===== src/rtl/sam_wait_memory.sv =====
// Single-port word memory with a configurable number of wait states per access.
// A request is captured on the accepting edge, optionally held for WAIT_STATES
// cycles, then completed; Ready pulses for one cycle with Err flagging an
// out-of-range address.
//
// state  | meaning
// -------+-------------------------------------------------------------
// IDLE   | no request outstanding, ready to accept
// WAIT   | request held, down-counter running, En ignored
// RESP   | access completed on the entering edge; Ready high, may accept
module sam_wait_memory #(
    parameter int DATA_W      = 8,
    parameter int ADDR_W      = 8,
    parameter int DEPTH       = 64,
    parameter int WAIT_STATES = 0
) (
    input  logic              clk,
    input  logic              rst,
    input  logic              En,
    input  logic              Rw,
    input  logic [ADDR_W-1:0] Address_Bus,
    input  logic [DATA_W-1:0] Data_In,
    output logic [DATA_W-1:0] Data_Out,
    output logic              Ready,
    output logic              Err,
    output logic              Busy
);

    localparam int                IDX_W   = (DEPTH > 1) ? $clog2(DEPTH) : 1;
    localparam logic [3:0]        WS      = 4'(WAIT_STATES);
    // One extra bit so DEPTH == 2**ADDR_W is representable and no address aliases.
    localparam logic [ADDR_W:0]   DEPTH_L = (ADDR_W + 1)'(DEPTH);

    typedef enum logic [1:0] {
        S_IDLE = 2'd0,
        S_WAIT = 2'd1,
        S_RESP = 2'd2
    } state_t;

    state_t              state_q, state_d;
    logic [3:0]          cnt_q, cnt_d;
    logic                accept, complete;

    logic                h_rw;
    logic [ADDR_W-1:0]   h_addr;
    logic [DATA_W-1:0]   h_data;

    logic                a_rw;
    logic [ADDR_W-1:0]   a_addr;
    logic [DATA_W-1:0]   a_data;
    logic [IDX_W-1:0]    a_idx;
    logic                in_range;
    logic                mem_we;

    logic [DATA_W-1:0]   mem [DEPTH];
    logic [DATA_W-1:0]   dout_q;
    logic                err_q;

    // With no wait states the access completes on the accepting edge, so the
    // live inputs are used; otherwise the held copy is used.
    always_comb begin
        a_rw     = Rw;
        a_addr   = Address_Bus;
        a_data   = Data_In;
        if (state_q == S_WAIT) begin
            a_rw   = h_rw;
            a_addr = h_addr;
            a_data = h_data;
        end
        a_idx    = a_addr[IDX_W-1:0];
        in_range = ({1'b0, a_addr} < DEPTH_L);
        mem_we   = complete && !a_rw && in_range;
    end

    // Next-state, counter and accept/complete strobes.
    always_comb begin
        state_d  = state_q;
        cnt_d    = cnt_q;
        accept   = 1'b0;
        complete = 1'b0;
        case (state_q)
            S_IDLE, S_RESP: begin
                if (En) begin
                    accept = 1'b1;
                    if (WAIT_STATES == 0) begin
                        complete = 1'b1;
                        state_d  = S_RESP;
                    end else begin
                        cnt_d   = WS;
                        state_d = S_WAIT;
                    end
                end else begin
                    state_d = S_IDLE;
                end
            end
            S_WAIT: begin
                cnt_d = cnt_q - 4'd1;
                if (cnt_q <= 4'd1) begin
                    cnt_d    = 4'd0;
                    complete = 1'b1;
                    state_d  = S_RESP;
                end
            end
            default: begin
                state_d = S_IDLE;
                cnt_d   = 4'd0;
            end
        endcase
    end

    // State, counter, held request and registered response.
    always_ff @(posedge clk or negedge rst) begin
        if (!rst) begin
            state_q <= S_IDLE;
            cnt_q   <= 4'd0;
            h_rw    <= 1'b0;
            h_addr  <= '0;
            h_data  <= '0;
            dout_q  <= '0;
            err_q   <= 1'b0;
        end else begin
            state_q <= state_d;
            cnt_q   <= cnt_d;
            if (accept) begin
                h_rw   <= Rw;
                h_addr <= Address_Bus;
                h_data <= Data_In;
            end
            err_q <= complete && !in_range;
            if (complete && a_rw) begin
                dout_q <= in_range ? mem[a_idx] : '0;
            end
        end
    end

    // Storage array; reset only blocks writes, contents survive it.
    always_ff @(posedge clk or negedge rst) begin
        if (!rst) begin
        end else if (mem_we) begin
            mem[a_idx] <= a_data;
        end
    end

    assign Data_Out = dout_q;
    assign Ready    = (state_q == S_RESP);
    assign Busy     = (state_q == S_WAIT);
    assign Err      = err_q;

endmodule


===== config.mk =====
export PLATFORM = sky130hd
export DESIGN_NAME = sam_wait_memory
export DESIGN_NICKNAME = d
export VERILOG_FILES = /design/src/rtl/sam_wait_memory.sv
export SDC_FILE = /design/constraint.sdc
export NUM_CORES = 1
export LEC_CHECK = 0
export ABC_AREA = 0
export BUFFER_PORTS_ARGS = -buffer_cell sky130_fd_sc_hd__buf_4
export CORE_MARGIN = 10
export CORE_UTILIZATION = 53
export DETAILED_ROUTE_END_ITERATION = 6
export GPL_TIMING_DRIVEN = 0
export PLACE_DENSITY = 0.71
export SLEW_MARGIN = 5
export SYNTH_ARGS = -nofsm -noshare
export SYNTH_HDL_FRONTEND = slang
export SYNTH_SLANG_ARGS = --single-unit
export TNS_END_PERCENT = 100

===== constraint.sdc =====
create_clock -name clk -period 1.8 [get_ports clk]
set_input_delay 0.18 -clock clk [delete_from_list [all_inputs] [get_ports clk]]
set_output_delay 0.18 -clock clk [all_outputs]
set_load 0.01 [all_outputs]

==> results_dict.tcl <==
set metrics [dict create \
    worstPathArrival_ns 2.34 \
    clock-sinks 522 \
    crit_chain "mux4_2, and3_4, a31oi_4, nand4_1, a21oi_2, a32oi_2" \
    end_kind "register" \
    final_antenna_net_count 0 \
    worst_slew_pin_slew_ns 1.05 \
    drc 0 \
    layout.nets 1314 \
    yosys.area.top_type_share_pct 75.6 \
    cpPeakStageDelay_ns 0.48 \
    dp_hpwl_mm 39.9 \
    path_buf_inv 0 \
    ys_top_cells_by_area "edfxtp_1, a22oi_1, a221oi_1" \
    synthToLayoutAreaGrowth_pct 18.0 \
    mostFrequentLayoutCell "edfxtp_1" \
    grt_use_total_pct 26.2 \
    io_buffer_count 28 \
    finalCritPeriodShare_pct 107 \
    hold_class "in -> reg" \
    netlist_area_sq_um 20300 \
    cap_violations 0 \
    critPathTopFamily "compound AO/OA/AOI/OAI gates" \
    cts_tree "yes" \
    yosysTopAreaCell "edfxtp_1" \
    die_h_um 216 \
    grt_pass1_wl_mm 87.6 \
    vias 12600 \
    fin_skew_ns 0.0149 \
    period_needed_ns 1.92 \
    fin_setup_tns_ns -0.259 \
    synth-compound-area-share_pct 11.6 \
    power.leakage_uw 0.00751 \
    max_slew_margin_pct 29.7 \
    synth_edf_count 512 \
    netlist_instances 1195 \
    power_uw 25200 \
    via_per_inst 6.83 \
    numCtsBuffers 51 \
    synth_simple_gate_area_share_pct 4.22 \
    dr.first_iter.drc_count 1959 \
    avgSynthCellArea_sq_um 17.0 \
    htreeDepth 2 \
    cts_buffer_depth 3 \
    synth_xor_area_share_pct 0 \
    synthAdderAreaFrac_pct 0 \
    setup_ws_ns -0.118 \
    final_cell_mix "edfxtp_1, a22oi_1, nor2_4" \
    ys.flop_type "edfxtp_1" \
    slew_viol_final 0 \
    clk_pin_slew_ns 0.06 \
    grt_pass1_vias 12200 \
    crit_slowest_cell "mux4_2" \
    cp.required_ns 2.22 \
    fin_cells 1842 \
    synth.mux.area_fraction_pct 4.99 \
    hold_violations 0 \
    path_class "reg -> reg" \
    overflow 0 \
    synthArstFlopShare_pct 1.92 \
    rsz0062_at_grt "true" \
    synth_top_family_by_area "compound AO/OA/AOI/OAI gates" \
    status "finished with violations" \
    gp_congestion 0.990 \
    drive_above_1_share_pct 26.6 \
    hold_slack_ns 0.144 \
    antenna_found_initial 0 \
    initial_core_util_pct 53.8 \
    avgRoutedWirePerCell_um 33.6 \
    critPathMaxFanout 1 \
    synth_fp_nets 1215 \
    setup_violations 10 \
    clock-root-buffer "clkbuf_16" \
    wl_mm 62.0 \
    cp-start-kind "register" \
    ys_warn_count 0 \
    ys_seq_area_share_pct 76.9 \
    synth-seq-cells 522 \
    num_io_pins 31 \
    clk_latency_ns 0.60 \
    grt_max_degree 65 \
    fmax_mhz 521 \
    synth_cell_types 65 \
    p_per_area_nw_per_um2 1050 \
    dr.pass1.iters 6 \
    core-area_sq_um 37800 \
    dieArea_sq_um 46600 \
    placed_cells 1734 \
    final_util_pct 63.5 \
    ir_drop_mv 0.776 \
    die_w_um 216 \
    violations "setup timing" \
    num_rows 71 \
]
routing by layer:
layer	global-route usage, %	vias up	part of all wire [%]
li1	-	5127	-
met1	33.9	6289	36
met2	40.6	987	46
met3	7.37	176	13
met4	11.6	0	4.6
met5	0	-	0
cells by family after synthesis:
group | count (synthesis)
AND/OR/NAND/NOR | 191
multiplexers | 73
other | 1
flip-flops | 522
buffers and inverters | 90
AO/OA/AOI/OAI | 318
registers in the layout (all words and copies together) (netlist names):
name and cells:
Data_Out 8, Err 1, state_q 1, mem 512
worst register-to-register path: stages (launching register included):
cell and delay, ns:
edfxtp_1 0.36, mux4_2 0.48, and3_4 0.21, a31oi_4 0.22, nand4_1 0.17, a21oi_2 0.15
a32oi_2 0.17
cell type report:
cell class | instances | area (sq um)
Inverter | 3 | 11.3
Clock buffer | 64 | 1370
Fill cell | 2629 | 13800
Clock inverter | 25 | 185
Multi-Input combinational cell | 583 | 5120
Antenna cell | 1 | 2.50
Timing Repair Buffer | 47 | 460
Sequential cell | 522 | 15600
Buffer | 86 | 568
Tap cell | 511 | 639
per-stage QoR:
| stage | setup slack (ns) | area [sq um] |
|---|---|---|
| floorplan | -0.110 | 20700 |
| global placement | -1.23 | 21500 |
| detailed placement | -1.28 | 21500 |
| CTS | -0.118 | 23600 |
| global route | -0.168 | 24000 |
| finish | -0.118 | 24000 |
cell usage after synthesis (3+ instances only):
cell and number:
edfxtp_1 512, a22oi_1 101, nor2_1 93, a221oi_1 57
buf_2 41, nand2_1 39, o22ai_1 33, mux2i_1 29
clkbuf_1 28, a21oi_1 25, o21ai_0 21, mux4_2 20
mux2_2 17, nor3_1 16, a22o_1 12, o21ai_1 11
o221ai_1 11, o22a_1 11, dfrtp_1 10, and3_1 8
buf_4 8, a31oi_1 7, buf_6 6, mux2_1 6
nand3_1 6, nand4_1 4, nor2b_1 4, o2111ai_1 4
a2bb2oi_1 3, a32oi_1 3, and2_1 3, buf_1 3
inv_2 3, nand3b_1 3, or3_1 3
power by group:
group          switching, uW  total [uW]  internal, uW  leakage (uW)
Clock                   4410       10200          5760      0.000758
Combinational           1130        1610           480       0.00202
Sequential              13.1       13400         13400       0.00473
Total                   5560       25200         19600       0.00751
what timing repair did:
| item | in CTS | in global routing |
|---|---|---|
| pin swaps | 14 | 21 |
| hold endpoints to repair | 12 | 0 |
| hold buffers | 3 | 0 |
| resized for setup | 111 | 59 |
| setup endpoints to repair | 472 | 182 |
| buffers inserted | 8 | 8 |
path summary, 6_finish.rpt:
| check | start | end | slack (ns) | depth (start not counted) |
|---|---|---|---|---|
| max in group asynchronous | rst | Data_Out[5]$_DFFE_PN0P_ | 1.06 | 2 |
| worst min-delay path | Data_In[0] | mem[61][0]$_DFFE_PP_ | 0.14 | 1 |
| worst max register to register | mem[1][0]$_DFFE_PP_ | Data_Out[0]$_DFFE_PN0P_ | -0.12 | 6 |
| worst min register to register | Data_Out[4]$_DFFE_PN0P_ | Data_Out[4]$_DFFE_PN0P_ | 0.57 | 2 |
| min in group asynchronous | rst | Data_Out[7]$_DFFE_PN0P_ | 0.26 | 2 |
| worst max-delay path | mem[1][0]$_DFFE_PP_ | Data_Out[0]$_DFFE_PN0P_ | -0.12 | 6 |
Power figures use the tool's default switching activity.
